[config.mk]
export PLATFORM = sky130hd
export DESIGN_NAME = seg7_reader
export DESIGN_NICKNAME = d
export VERILOG_FILES = /design/src/rtl/seg7_pkg.sv /design/src/rtl/seg7_glyph_decode.sv /design/src/rtl/seg7_reader.sv
export SDC_FILE = /design/constraint.sdc
export NUM_CORES = 1
export LEC_CHECK = 0
export CAP_MARGIN = 20
export CORE_UTILIZATION = 35
export CTS_CLUSTER_DIAMETER = 80
export DETAILED_ROUTE_END_ITERATION = 16
export PLACE_DENSITY = 0.55
export SETUP_SLACK_MARGIN = 0.4
export SLEW_MARGIN = 20
export SYNTH_ARGS = -nofsm -noshare
export SYNTH_HDL_FRONTEND = slang
export SYNTH_SLANG_ARGS = --single-unit
[constraint.sdc]
create_clock -name clk -period 4.69 [get_ports clk]
set_clock_uncertainty 0.2 [all_clocks]
set_input_delay 0.7035 -clock clk [delete_from_list [all_inputs] [get_ports clk]]
set_output_delay 0.7035 -clock clk [all_outputs]
set_load 0.005 [all_outputs]
[src/rtl/seg7_pkg.sv]
// Shared 7-segment constants (active low, bit0=a .. bit6=g) and reader FSM encoding.
package seg7_pkg;

  localparam logic [6:0] SegGlyph0 = 7'h40;
  localparam logic [6:0] SegGlyph1 = 7'h79;
  localparam logic [6:0] SegGlyph2 = 7'h24;
  localparam logic [6:0] SegGlyph3 = 7'h30;
  localparam logic [6:0] SegGlyph4 = 7'h19;
  localparam logic [6:0] SegGlyph5 = 7'h12;
  localparam logic [6:0] SegGlyph6 = 7'h02;
  localparam logic [6:0] SegGlyph7 = 7'h78;
  localparam logic [6:0] SegGlyph8 = 7'h00;
  localparam logic [6:0] SegGlyph9 = 7'h10;
  localparam logic [6:0] SegGlyphA = 7'h08;
  localparam logic [6:0] SegGlyphB = 7'h03;
  localparam logic [6:0] SegGlyphC = 7'h46;
  localparam logic [6:0] SegGlyphD = 7'h21;
  localparam logic [6:0] SegGlyphE = 7'h06;
  localparam logic [6:0] SegGlyphF = 7'h0E;
  localparam logic [6:0] SegBlank  = 7'h7F;

  typedef enum logic {StFill, StHold} asm_state_e;

endpackage

[src/rtl/seg7_glyph_decode.sv]
// Combinational reverse lookup of an active-low segment pattern to its hex nibble.
module seg7_glyph_decode
  import seg7_pkg::*;
(
  input  logic [6:0] seg_i,
  output logic       hit_o,
  output logic [3:0] nib_o
);

  always_comb begin
    hit_o = 1'b1;
    nib_o = 4'h0;
    case (seg_i)
      SegGlyph0: nib_o = 4'h0;
      SegGlyph1: nib_o = 4'h1;
      SegGlyph2: nib_o = 4'h2;
      SegGlyph3: nib_o = 4'h3;
      SegGlyph4: nib_o = 4'h4;
      SegGlyph5: nib_o = 4'h5;
      SegGlyph6: nib_o = 4'h6;
      SegGlyph7: nib_o = 4'h7;
      SegGlyph8: nib_o = 4'h8;
      SegGlyph9: nib_o = 4'h9;
      SegGlyphA: nib_o = 4'hA;
      SegGlyphB: nib_o = 4'hB;
      SegGlyphC: nib_o = 4'hC;
      SegGlyphD: nib_o = 4'hD;
      SegGlyphE: nib_o = 4'hE;
      SegGlyphF: nib_o = 4'hF;
      default:   hit_o = 1'b0;
    endcase
  end

endmodule

[src/rtl/seg7_reader.sv]
// Reads back a 7-segment digit: stability filter, glyph decode, word assembler with
// valid/ready output and a one-deep skid for digits arriving while a word is held.
module seg7_reader
  import seg7_pkg::*;
#(
  parameter int unsigned STABLE_CYCLES = 4,
  parameter int unsigned NUM_DIGITS    = 4
) (
  input  logic                    clk,
  input  logic                    reset,
  input  logic [6:0]              seg,
  input  logic                    seg_en,
  output logic [3:0]              nib,
  output logic                    nib_valid,
  output logic                    bad_glyph,
  output logic [4*NUM_DIGITS-1:0] word,
  output logic                    word_valid,
  input  logic                    word_ready
);

  localparam int unsigned CntW  = $clog2(STABLE_CYCLES + 1);
  localparam int unsigned DigW  = $clog2(NUM_DIGITS + 1);
  localparam int unsigned WordW = 4 * NUM_DIGITS;

  logic [6:0]       seg_q, seg_d;
  logic [CntW-1:0]  cnt_q, cnt_d;
  logic [3:0]       nib_q, nib_d;
  logic             nib_valid_q, nib_valid_d;
  logic             bad_glyph_q, bad_glyph_d;
  asm_state_e       state_q, state_d;
  logic [DigW-1:0]  dig_cnt_q, dig_cnt_d;
  logic [WordW-1:0] shift_q, shift_d;
  logic [WordW-1:0] word_q, word_d;
  logic [3:0]       skid_q, skid_d;
  logic             skid_valid_q, skid_valid_d;
  logic             overflow_q, overflow_d;

  logic       accept, good, bad;
  logic       dec_hit;
  logic [3:0] dec_nib;

  seg7_glyph_decode u_decode (
    .seg_i (seg_q),
    .hit_o (dec_hit),
    .nib_o (dec_nib)
  );

  // Count saturates one past the accept value so a held pattern fires only once.
  always_comb begin
    seg_d  = seg_q;
    cnt_d  = cnt_q;
    accept = 1'b0;
    if (seg_en) begin
      seg_d  = seg;
      accept = (cnt_q == CntW'(STABLE_CYCLES - 1));
      if (seg != seg_q) begin
        cnt_d = '0;
      end else if (cnt_q != CntW'(STABLE_CYCLES)) begin
        cnt_d = cnt_q + CntW'(1);
      end
    end
  end

  assign good = accept & dec_hit;
  assign bad  = accept & ~dec_hit & (seg_q != SegBlank);

  always_comb begin
    nib_d       = good ? dec_nib : nib_q;
    nib_valid_d = good;
    bad_glyph_d = bad;
  end

  // Handshake is resolved first so a queued skid digit and a same-cycle accept both land in FILL.
  always_comb begin
    state_d      = state_q;
    dig_cnt_d    = dig_cnt_q;
    shift_d      = shift_q;
    word_d       = word_q;
    skid_d       = skid_q;
    skid_valid_d = skid_valid_q;
    overflow_d   = overflow_q;

    if (state_q == StHold && word_ready) begin
      state_d      = StFill;
      skid_valid_d = 1'b0;
      if (skid_valid_q) begin
        shift_d   = WordW'(skid_q);
        dig_cnt_d = DigW'(1);
      end else begin
        shift_d   = '0;
        dig_cnt_d = '0;
      end
    end

    if (good) begin
      if (state_d == StFill) begin
        shift_d   = (shift_d << 4) | WordW'(dec_nib);
        dig_cnt_d = dig_cnt_d + DigW'(1);
      end else if (!skid_valid_d) begin
        skid_d       = dec_nib;
        skid_valid_d = 1'b1;
      end else begin
        overflow_d = 1'b1;
      end
    end

    if (bad) begin
      dig_cnt_d    = '0;
      shift_d      = '0;
      skid_valid_d = 1'b0;
    end

    if (state_d == StFill && dig_cnt_d == DigW'(NUM_DIGITS)) begin
      word_d    = shift_d;
      state_d   = StHold;
      dig_cnt_d = '0;
      shift_d   = '0;
    end
  end

  always_ff @(posedge clk) begin
    if (reset) begin
      seg_q        <= SegBlank;
      cnt_q        <= '0;
      nib_q        <= 4'h0;
      nib_valid_q  <= 1'b0;
      bad_glyph_q  <= 1'b0;
      state_q      <= StFill;
      dig_cnt_q    <= '0;
      shift_q      <= '0;
      word_q       <= '0;
      skid_q       <= 4'h0;
      skid_valid_q <= 1'b0;
      overflow_q   <= 1'b0;
    end else begin
      seg_q        <= seg_d;
      cnt_q        <= cnt_d;
      nib_q        <= nib_d;
      nib_valid_q  <= nib_valid_d;
      bad_glyph_q  <= bad_glyph_d;
      state_q      <= state_d;
      dig_cnt_q    <= dig_cnt_d;
      shift_q      <= shift_d;
      word_q       <= word_d;
      skid_q       <= skid_d;
      skid_valid_q <= skid_valid_d;
      overflow_q   <= overflow_d;
    end
  end

  assign nib        = nib_q;
  assign nib_valid  = nib_valid_q;
  assign bad_glyph  = bad_glyph_q;
  assign word       = word_q;
  assign word_valid = (state_q == StHold);

endmodule

### Word-level counts from Yosys, hierarchy flattened

Cells that the tools add are included.

* bits in registers: 57
* input port bits: 11
* output and inout port bits: 23
* word-level logic and storage cells: 69

* $add $sub $neg: 2
* equality and inequality tests: 20
* muxes and demuxes: 20
* bitwise operators: 7
* reductions and logical operators: 9

Operators with widths (count)
* $mux W16: 4
* $pmux W4 S15: 1
* $eq A7 B7 Y1 const B: 4
* $eq A7 B5 Y1 const B: 3
* $eq A7 B6 Y1 const B: 3
* $mux W3: 6
* $or A16 B4 Y16: 1
* $reduce_or A16 Y1: 1
* $eq A7 B2 Y1 const B: 2
* $eq A7 B4 Y1 const B: 2
* $mux W1: 8
* $eq A7 B3 Y1 const B: 1
* $logic_not A7 Y1: 1
* $ne A7 B7 Y1: 1
* $ne A7 B7 Y1 const B: 1
* $add A3 B1 Y3 const B: 2
* $mux W4: 1
* $reduce_or A2 Y1: 2
* $and A1 B1 Y1: 3
* $eq A3 B2 Y1 const B: 1
* $eq A3 B3 Y1 const B: 1
* $ne A3 B3 Y1 const B: 1
* $not A1 Y1: 3
* $reduce_and A3 Y1: 1
* 3 further kinds: 4

### Logic depth before layout (Yosys ltp)

* depth in word-level cells: 10
* depth in mapped cells: 13
* gate-level depth less buffers: 10

### By module

A second synthesis with hierarchy kept.

* cell total of the unflattened synthesis: 350
* area total of the unflattened synthesis: 2961.6 um2

Modules (own cells, without submodules)
* seg7_reader: instances 1, cells an instance 294, area each 2597.5 um2, seq. area each 1141.1 um2
* seg7_glyph_decode: instances 1, cells an instance 56, area each 364.1 um2, seq. area each 0.0 um2

### Least setup slack after synthesis

OpenSTA, ideal clock, no wires.

* path type: input to register
* from: input word_ready
* to: register shift_q[10]
* library setup time: 0.143 ns
* data arrival time: 2.738 ns
* data required time: 4.347 ns
* path slack: 1.609 ns
* stages on the path: 12
* buffers on the path: 3
* path through: clkbuf_1 -> nand2_1 -> a21oi_1 -> inv_1 -> ha_1 -> nor3_1 -> a22oi_1 -> a211oi_4 -> or2_1 -> buf_6 -> buf_4 -> nor3_1

* longest elaborated chain between the ends: 9
* elaborated cells on any way between the ends: 16
* those cells by class: 1 x add/sub; 1 x eq/ne; 9 x mux; 2 x bitwise; 3 x reduce/logical

RTL lines
* from (decl): RTL line seg7_reader.sv:18 `input logic word_ready`
* $logic_and A1 B1 Y1 *: RTL line seg7_reader.sv:83 `if (state_q == StHold && word_ready) begin`
* $mux W3: RTL line seg7_reader.sv:83
* $add A3 B1 Y3: RTL line seg7_reader.sv:98 `dig_cnt_d = dig_cnt_d + DigW'(1);`
* $mux W3: RTL line seg7_reader.sv:96 `if (state_d == StFill) begin`
* $mux W3: RTL line seg7_reader.sv:95 `if (good) begin`
* $mux W3: RTL line seg7_reader.sv:107 `if (bad) begin`
* $eq A3 B3 Y1: RTL line seg7_reader.sv:113 `if (state_d == StFill && dig_cnt_d == DigW'(NUM_DIGITS)) begin`
* $logic_and A1 B1 Y1: RTL line seg7_reader.sv:113
* $reduce_or A2 Y1 (no source line)
* to (signal assigned): RTL line seg7_reader.sv:143 `shift_q <= shift_d;`
* to (decl): RTL line seg7_reader.sv:32 `logic [WordW-1:0] shift_q, shift_d;`

Every way passes the cells marked *; elsewhere a longest branch is shown, timed or not.
A chain may end at the register's enable or synchronous reset.

### Worst setup path after layout

* from: input word_ready
* to: register word_q[11] (netlist: word[11])

* longest elaborated chain between the ends: 8
* elaborated cells on any way between the ends: 15
* those cells by class: 1 x add/sub; 1 x eq/ne; 9 x mux; 2 x bitwise; 2 x reduce/logical

RTL lines
* $logic_and A1 B1 Y1 *: RTL line seg7_reader.sv:83
* $mux W3: RTL line seg7_reader.sv:83
* $add A3 B1 Y3: RTL line seg7_reader.sv:98
* $mux W3: RTL line seg7_reader.sv:96
* $mux W3: RTL line seg7_reader.sv:95
* $mux W3: RTL line seg7_reader.sv:107
* $eq A3 B3 Y1: RTL line seg7_reader.sv:113
* $logic_and A1 B1 Y1: RTL line seg7_reader.sv:113
* to (signal assigned): RTL line seg7_reader.sv:144 `word_q <= word_d;`
* to (decl): RTL line seg7_reader.sv:33 `logic [WordW-1:0] word_q, word_d;`

Marks and branches as above.

==> flow_summary.ini <==
[worst_setup_path]
cp-start-kind = primary input
cp.arrival_ns = 3.50
crit_type = in -> reg
r2r-end = shift_q[5]
setup.worst_path.end_class = register
cp_max_fo = 26
rrSetupSlack_ns = 1.35
critPathRequiredTime_ns = 4.71
reg2reg_from = seg_q[1]
reg2regPathDepth = 6

[layout]
multi_input_area_um2 = 1660
final_cells = 472
regArea_um2 = 1140
final_util = 0.436
final_cell_mix = 57 x dfxtp_1, 33 x clkdlybuf4s50_1, 29 x nand2_1
final_common_cell = dfxtp_1
area_growth_pct = 19.6
drive_gt1_frac = 0.112
nets = 377
nFillCells = 842
antennaDiodeCount = 0
fin_area_um2 = 3600

[die]
die_height_um = 94.7
row_count = 33
ios = 34
die_area_um2 = 8970
die_w_um = 94.7
coreArea_um2 = 8260
start_util = 0.364

[pwr]
seq_power_share = 0.473
p_per_area_nw_per_um2 = 296
p_int_mw = 0.813
clkPwrFrac = 0.474
leakagePower_nw = 1.25
p_switching_mw = 0.252
comb_power_share = 0.053
p_sw_frac = 0.237
peakVddDrop_mv = 0.160

[global_routing]
grt_pass1_vias = 2503
met2_usage = 0.294
grtUsageMet1 = 0.246
grt_pass1_wl_um = 12800
use_met3 = 0.0419
grt-ovfl-total = 0
antenna_found_initial = 0
grtUsageTotal = 0.186
grt_max_degree = 35
globalRoute.busiestLayer = met2

[placement]
dp.cells = 456
place.gp.congestion = 0.886
hpwl_um = 5200
dpl_cell_area_um2 = 3380
portBuffers = 33

[clock_network]
path_clk_slew_ns = 0.07
cts_inserted_buffers = 9
cts_tree = done
clock-sinks = 57
cts_buffer_depth = 2
clockRootBuffer = clkbuf_8
cts_hold_buf = 0
post_cts_buffers = 0
clk_latency_ns = 0.33
cts_resized = 0
htreeDepth = 3

[synth]
synth_edf_count = 0
netlist_area_um2 = 3010
synth_ff_type = dfxtp_1
ys_warn_count = 0
ys_async_sr_fraction = 0
netlist_top_cells_area = dfxtp_1 38%, mux2i_1 7.7%, a21oi_1 4.7%
postSynthCellCount = 337
yosysTopAreaCell = dfxtp_1
synth_top_area_frac = 0.379
ys_seq_area_frac = 0.379
syn-num-nets = 352
synth_cell_types = 67
ys_ff_latch = 57
synth_area_per_cell_um2 = 8.93

[timing]
fin_crit_sh = 0.743
hold_violations = 0
setup_violations = 0
setup_tns_ns = 0
period_needed_ns = 3.49
timing.fmax_mhz = 287
relSlewSlack = 0.388
tightestPinTransition_ns = 0.918
drv_slew = 0
rsz0062_at_grt = no

[hold_path]
min_from = skid_q[1]
min_path_type = reg -> reg
min_delay_path_depth = 2
hold_end = skid_q[1]

[drt]
postRouteAntennaNets = 0
route.vias.total = 2590
drt_iter0_markers = 129
viasPerCell = 5.49
routed_wl_um = 7480
drt-pass1-iter-count = 4
drc = 0
wl_per_cell_um = 15.8

[run_status]
outcome = complete, no violations

[job]
cap_violations = 0
critical path, stage by stage:
cell and delay, ns:
clkdlybuf4s50_1 0.64, nand2_1 0.08, buf_4 0.19, a21oi_1 0.22, inv_1 0.08, ha_1 0.30
nor3_1 0.20, a22oi_1 0.16, a211oi_4 0.27, or2_1 0.34, buf_12 0.22, o32ai_1 0.09
metrics by stage:
stage               hold WS (ns)  power, mW  worst slack (ns)
floorplan                  0.232      0.551              1.61
global placement           0.253      0.570             0.892
detailed placement         0.246      0.570             0.869
CTS                        0.262       1.07              1.22
global route               0.299       1.11              1.00
finish                     0.270       1.07              1.20
worst max path at each step:
stage                          start     endpoint  slack (ns)  cells past startpoint
after floorplan           word_ready  shift_q[10]        1.61                     12
after global placement    word_ready      word[6]        0.89                     12
after detailed placement  word_ready   shift_q[7]        0.87                     12
after CTS                 word_ready     word[10]        1.22                     12
after global routing      word_ready     word[11]        1.00                     12
final                     word_ready     word[11]        1.20                     12
cells by family after synthesis:
group                      Yosys count  share of synthesized area
DFF                                 57                      0.379
and+or+nand+nor                    114                      0.203
xor gates and xnor gates             9                     0.0262
muxes                               26                     0.0877
buffers and inverters               41                     0.0699
AOI/OAI and AO/OA                   86                      0.217
adders and majority gates            4                     0.0166
per-layer routing:
layer / part of all wire / wire (µm) / up-vias
met3: 0.043 / 318 / 10
met4: 0.013 / 98 / 0
li1: - / - / 1298
met1: 0.47 / 3510 / 1228
met2: 0.47 / 3550 / 54
met5: 0 / 0 / -
cells in the mapped netlist (4+ instances only):
cell / count
a21oi_1: 28
and2_1: 4
and3_1: 4
buf_2: 6
buf_6: 5
clkbuf_1: 10
dfxtp_1: 57
ha_1: 4
inv_1: 14
mux2i_1: 23
nand2_1: 29
nand3_1: 5
nand4_1: 4
nor2_1: 18
nor3_1: 22
nor4_1: 5
o21ai_0: 5
o31ai_1: 9
o32ai_1: 7
xnor2_1: 8
power by group through the flow:
stage                     Sequential (mW)  Combinational (mW)  Clock [mW]
after floorplan                     0.501              0.0500           0
after global placement              0.514              0.0553           0
after detailed placement            0.515              0.0558           0
after CTS                           0.504              0.0562       0.514
after global routing                0.505              0.0614       0.542
final                               0.504              0.0560       0.505
cell type report:
type	instances	area share
Timing Repair Buffer	40	0.110
Clock inverter	7	0.0261
Sequential cell	57	0.317
Multi-Input combinational cell	239	0.461
Inverter	15	0.0156
Tap cell	105	0.0365
Clock buffer	9	0.0344
registers in the layout, summed over array words and instances, names as in the netlist:
signal	count
bad_glyph	1
cnt_q	3
dig_cnt_q	3
nib	4
nib_valid	1
seg_q	7
shift_q	16
skid_q	4
skid_valid_q	1
word	16
word_valid	1
No activity file was read; power rests on OpenSTA's default activity.
